File: src/rtl/led_seq_pkg.sv
// Shared types and constants for the LED pattern sequencer.
package led_seq_pkg;

  localparam int LED_W = 8;

  typedef enum logic [1:0] {
    MODE_COUNT = 2'd0,
    MODE_SCAN  = 2'd1,
    MODE_BLINK = 2'd2,
    MODE_FILL  = 2'd3
  } mode_e;

  localparam logic [LED_W-1:0] ENTRY_COUNT = 8'h00;
  localparam logic [LED_W-1:0] ENTRY_SCAN  = 8'h01;
  localparam logic [LED_W-1:0] ENTRY_BLINK = 8'h00;
  localparam logic [LED_W-1:0] ENTRY_FILL  = 8'h00;

  function automatic mode_e next_mode(mode_e m);
    return mode_e'(m + 2'd1);
  endfunction

  function automatic logic [LED_W-1:0] entry_led(mode_e m);
    case (m)
      MODE_COUNT: return ENTRY_COUNT;
      MODE_SCAN:  return ENTRY_SCAN;
      MODE_BLINK: return ENTRY_BLINK;
      default:    return ENTRY_FILL;
    endcase
  endfunction

endpackage

File: src/rtl/led_pattern_sequencer_key_debounce.sv
// One push-button: 2-flop synchroniser, stable counter, press pulse.
module key_debounce #(
  parameter int DEBOUNCE_CYCLES = 1000000
) (
  input  logic clk,
  input  logic rst_n,
  input  logic key_raw,
  output logic press
);

  localparam int CW = $clog2(DEBOUNCE_CYCLES + 1);
  localparam logic [CW-1:0] LAST = CW'(DEBOUNCE_CYCLES - 1);

  logic s1;
  logic s2;
  logic level;
  logic prev;
  logic [CW-1:0] cnt;

  always_ff @(posedge clk) begin
    if (!rst_n) begin
      s1    <= 1'b1;
      s2    <= 1'b1;
      level <= 1'b1;
      prev  <= 1'b1;
      cnt   <= '0;
      press <= 1'b0;
    end else begin
      s1    <= key_raw;
      s2    <= s1;
      prev  <= level;
      press <= prev & ~level;
      // any sample matching the level restarts the stability window
      if (s2 == level) begin
        cnt <= '0;
      end else if (cnt == LAST) begin
        level <= s2;
        cnt   <= '0;
      end else begin
        cnt <= cnt + 1'b1;
      end
    end
  end

endmodule

File: src/rtl/led_pattern_sequencer.sv
// Board LED bank driver: debounced keys select pattern and pause animation.
module led_pattern_sequencer
  import led_seq_pkg::*;
#(
  parameter int TICK_DIV        = 6250000,
  parameter int DEBOUNCE_CYCLES = 1000000
) (
  input  logic       CLOCK_50,
  input  logic       RESET_N,
  input  logic [1:0] KEY,
  output logic [7:0] LED,
  output logic [1:0] MODE,
  output logic       RUN
);

  localparam int PW = $clog2(TICK_DIV);
  localparam logic [PW-1:0] PRE_LAST = PW'(TICK_DIV - 1);

  logic [1:0]       press;
  logic [PW-1:0]    pre;
  logic             tick;
  logic             scan_up;
  mode_e            mode_q;
  logic [LED_W-1:0] led_nxt;
  logic             up_nxt;

  for (genvar g = 0; g < 2; g++) begin : g_key
    key_debounce #(
      .DEBOUNCE_CYCLES(DEBOUNCE_CYCLES)
    ) u_key (
      .clk    (CLOCK_50),
      .rst_n  (RESET_N),
      .key_raw(KEY[g]),
      .press  (press[g])
    );
  end

  assign tick = RUN && (pre == PRE_LAST);
  assign MODE = mode_q;

  always_comb begin
    led_nxt = LED;
    up_nxt  = scan_up;
    case (mode_q)
      MODE_COUNT: led_nxt = LED + 8'd1;
      MODE_SCAN: begin
        if (scan_up) begin
          if (LED == 8'h80) begin
            led_nxt = 8'h40;
            up_nxt  = 1'b0;
          end else begin
            led_nxt = LED << 1;
          end
        end else begin
          if (LED == 8'h01) begin
            led_nxt = 8'h02;
            up_nxt  = 1'b1;
          end else begin
            led_nxt = LED >> 1;
          end
        end
      end
      MODE_BLINK: led_nxt = ~LED;
      default:
        led_nxt = (LED == 8'hFF) ? 8'h00 : {LED[6:0], 1'b1};
    endcase
  end

  always_ff @(posedge CLOCK_50) begin
    if (!RESET_N) begin
      LED     <= 8'h00;
      mode_q  <= MODE_COUNT;
      RUN     <= 1'b1;
      pre     <= '0;
      scan_up <= 1'b1;
    end else begin
      if (press[1]) RUN <= ~RUN;
      // a mode change swallows any tick in the same cycle
      if (press[0]) begin
        mode_q  <= next_mode(mode_q);
        LED     <= entry_led(next_mode(mode_q));
        pre     <= '0;
        scan_up <= 1'b1;
      end else if (RUN) begin
        if (tick) begin
          pre     <= '0;
          LED     <= led_nxt;
          scan_up <= up_nxt;
        end else begin
          pre <= pre + 1'b1;
        end
      end
    end
  end

endmodule

File: config.mk
export PLATFORM = sky130hd
export DESIGN_NAME = led_pattern_sequencer
export DESIGN_NICKNAME = d
export VERILOG_FILES = /design/src/rtl/led_seq_pkg.sv /design/src/rtl/led_pattern_sequencer_key_debounce.sv /design/src/rtl/led_pattern_sequencer.sv
export SDC_FILE = /design/constraint.sdc
export NUM_CORES = 1
export LEC_CHECK = 0
export CAP_MARGIN = 40
export CORE_MARGIN = 3
export CORE_UTILIZATION = 35
export DETAILED_ROUTE_END_ITERATION = 7
export GPL_TIMING_DRIVEN = 0
export PLACE_DENSITY_LB_ADDON = 0.1
export SYNTH_ARGS = -nofsm -noshare
export SYNTH_HDL_FRONTEND = slang
export SYNTH_SLANG_ARGS = --single-unit
File: constraint.sdc
create_clock -name CLOCK_50 -period 4.8 [get_ports CLOCK_50]
set_input_delay 0.48 -clock CLOCK_50 [delete_from_list [all_inputs] [get_ports CLOCK_50]]
set_output_delay 0.48 -clock CLOCK_50 [all_outputs]
set_load 0.02 [all_outputs]
==> out/metrics.cfg <==
[synth]
synth_cell_types=54
synthesis.area_sq_um=4080
synth_top_area_share_pct=41.8
syn-num-nets=490
synth.ff_latch_count=85
synth_area_leaders=dfxtp_1 42%, xor2_1 7.7%, nor2_1 7.4%
yosys_warnings=0
synth-seq-area-share_pct=41.8
syn_avg_cell_area_sq_um=8.56
ys.flop_type=dfxtp_1
synth_top_cell_by_area=dfxtp_1
synthCells=476
async_flop_share_pct=0
synth_edf_count=0

[sta]
slew_viol_final=0
setup_viol=0
fin_setup_tns_ps=0
finalHoldWorstSlack_ps=408
relSlewSlack_pct=51.1
hold_viol_final=0
clock_skew_ps=7.31
finalCritPeriodShare_pct=42.1
rsz0062_at_grt=no
fmax_mhz=495
min_period_ps=2020
worstMarginPinSlew_ps=726

[die]
die_area_sq_um=13000
die_w_microns=114
dieHeight_microns=114
rows=38
core_sq_um=11100
ios=15
initial_core_util_pct=36.6

[detailed_routing]
dr.pass1.iters=4
postRouteAntennaNets=0
drt_iter0_drc=125
wl_mm=7.96
drc=0
vias=3215
wl_per_cell_microns=12.3
via_per_inst=4.98

[clock_tree]
cts.sinks=85
cts-resized-gates=0
cts_setup_buffers=0
cts_tree=done
cts_hold_buf=0
cts_buffers=9
path_clk_slew_ps=60
cts.path.max_buffers=2
cts_root_buf=clkbuf_16
cts_htree_levels=3
clk_latency_ps=340

[setup_path]
critPathMaxStageDelay_ps=680
critPathBufInv=1
critPathRequiredTime_ps=4320
crit_fanout=10
setup.worst_path.start_class=flop
worstPathCellList=clkdlybuf4s50_1
reg2reg_depth=6
worstPathArrival_ps=1540
path_class=reg -> out
crit_path_end_kind=output port
cp.depth=1
cpLargestDelayFamily=buffers and inverters
crit_slowest_cell=clkdlybuf4s50_1

[power_and_ir_drop]
p_leak_nw=1.57
ir_drop_uv=204
powerDensity_nw_per_um2=308

[flow_run]
cap_violations=0

[grt]
antenna_found_initial=0
gr-total-overflow=0
first_global_vias=3045
grt_start_max_net_pins=15
grt_use_total_pct=13.2
grt_pass1_wl_mm=14.1

[layout]
drive_gt1_share_pct=7.91
area_growth_pct=15.4
utilization_pct=42.3
finalNonFillerCells=646
antennaDiodeCount=0
fin_nets=515
fillerInstances=1176

[hold_path]
holdPathStages=2
hold_class=reg -> reg

[placement]
dp_cells=630
gp_congestion=0.818
port_buffers=14
dp_hpwl_mm=5.65

[status]
status=complete, no violations

final timing paths:
kind | slack [ps] | endpoint | from
hold reg to reg | 410 | g_key[1].u_key.press | g_key[1].u_key.prev
setup / recovery | 2780 | LED[0] | LED[0]
setup reg to reg | 2880 | LED[6] | LED[0]
hold / removal | 410 | g_key[1].u_key.press | g_key[1].u_key.prev
where the power goes:
part           leakage, nW  internal, mW  switching, mW
Clock                0.145         0.434          0.281
Sequential           0.686         0.710        0.00310
Combinational        0.739       0.00831         0.0122
area by class of cell:
| class | instances | area (sq um) | share of cell area, % |
|---|---|---|---|
| Buffer | 21 | 100 | 2.13 |
| Clock buffer | 12 | 256 | 5.46 |
| Sequential cell | 85 | 1700 | 36.2 |
| Tap cell | 140 | 175 | 3.73 |
| Multi-Input combinational cell | 356 | 2220 | 47.2 |
| Inverter | 14 | 52.6 | 1.12 |
| Clock inverter | 4 | 53.8 | 1.14 |
| Timing Repair Buffer | 14 | 140 | 2.98 |
cells in the mapped netlist (2+ instances only):
cell	n
nand2_1	40
nor4_1	6
o21a_1	2
nand3_1	24
a32oi_1	2
dfxtp_1	85
xor2_1	36
mux2_2	2
a21oi_1	6
nand4_1	16
nor2_1	80
and4_1	6
inv_1	14
ha_1	10
nand2b_1	10
clkbuf_1	10
or4_4	2
or3_1	2
nor4_2	3
xnor2_1	24
nor4b_1	5
nor2b_1	3
mux2i_1	4
buf_2	8
nor3_1	15
o21ai_0	13
a41oi_1	2
buf_4	3
and3_1	10
nand3b_1	4
a31oi_1	5
o22ai_1	2
tightest hold or removal path: stages (launching register included):
cell and delay [ps]:
dfxtp_1 300, inv_1 40, nor2_1 30
per-layer routing:
metal	global-route usage (%)	vias to the layer above	routed length [microns]
met2	20.3	47	3560
met5	0	-	0
met3	4.14	5	299
li1	-	1692	-
met1	17.5	1471	4030
met4	4.59	0	78
registers in the layout, summed over array words and instances, names as in the netlist:
name / flops
LED: 8
MODE: 2
RUN: 1
g_key.u_key.cnt: 40
g_key.u_key.level: 2
g_key.u_key.press: 2
g_key.u_key.prev: 2
g_key.u_key.s1: 2
g_key.u_key.s2: 2
pre: 23
scan_up: 1
stage by stage:
stage	worst slack, ps	power, mW	cell area [sq um]
after floorplan	3010	0.742	4080
after global placement	2590	0.750	4390
after detailed placement	2580	0.750	4390
after CTS	2750	1.48	4700
after global routing	2600	1.51	4700
final	2780	1.45	4700
placed cells by master (no fill, tap or decap), types with 8 or more instances in the layout:
cell type and n:
nand3_1 24, xor2_1 36, nand4_1 16, buf_2 8, o21ai_0 13, nand2b_1 10
inv_1 14, clkbuf_16 9, nor2_1 80, dfxtp_1 85, clkbuf_1 11, nand2_1 40
nor3_1 15, ha_1 10, clkdlybuf4s50_1 14, xnor2_1 24, and3_1 10
logic make-up (layout without fill, tap and decap cells):
logic type               after synthesis  count (layout)  synth area share [%]
AND/OR/NAND/NOR                      234             234                  29.4
flip-flops                            85              85                  41.8
XOR/XNOR                              60              60                  12.9
AO/OA/AOI/OAI                         46              46                  7.61
buffers and inverters                 35              65                  3.75
adder cells (fa/ha/maj)               10              10                  3.07
multiplexers                           6               6                  1.54
Power figures use the tool's default switching activity.
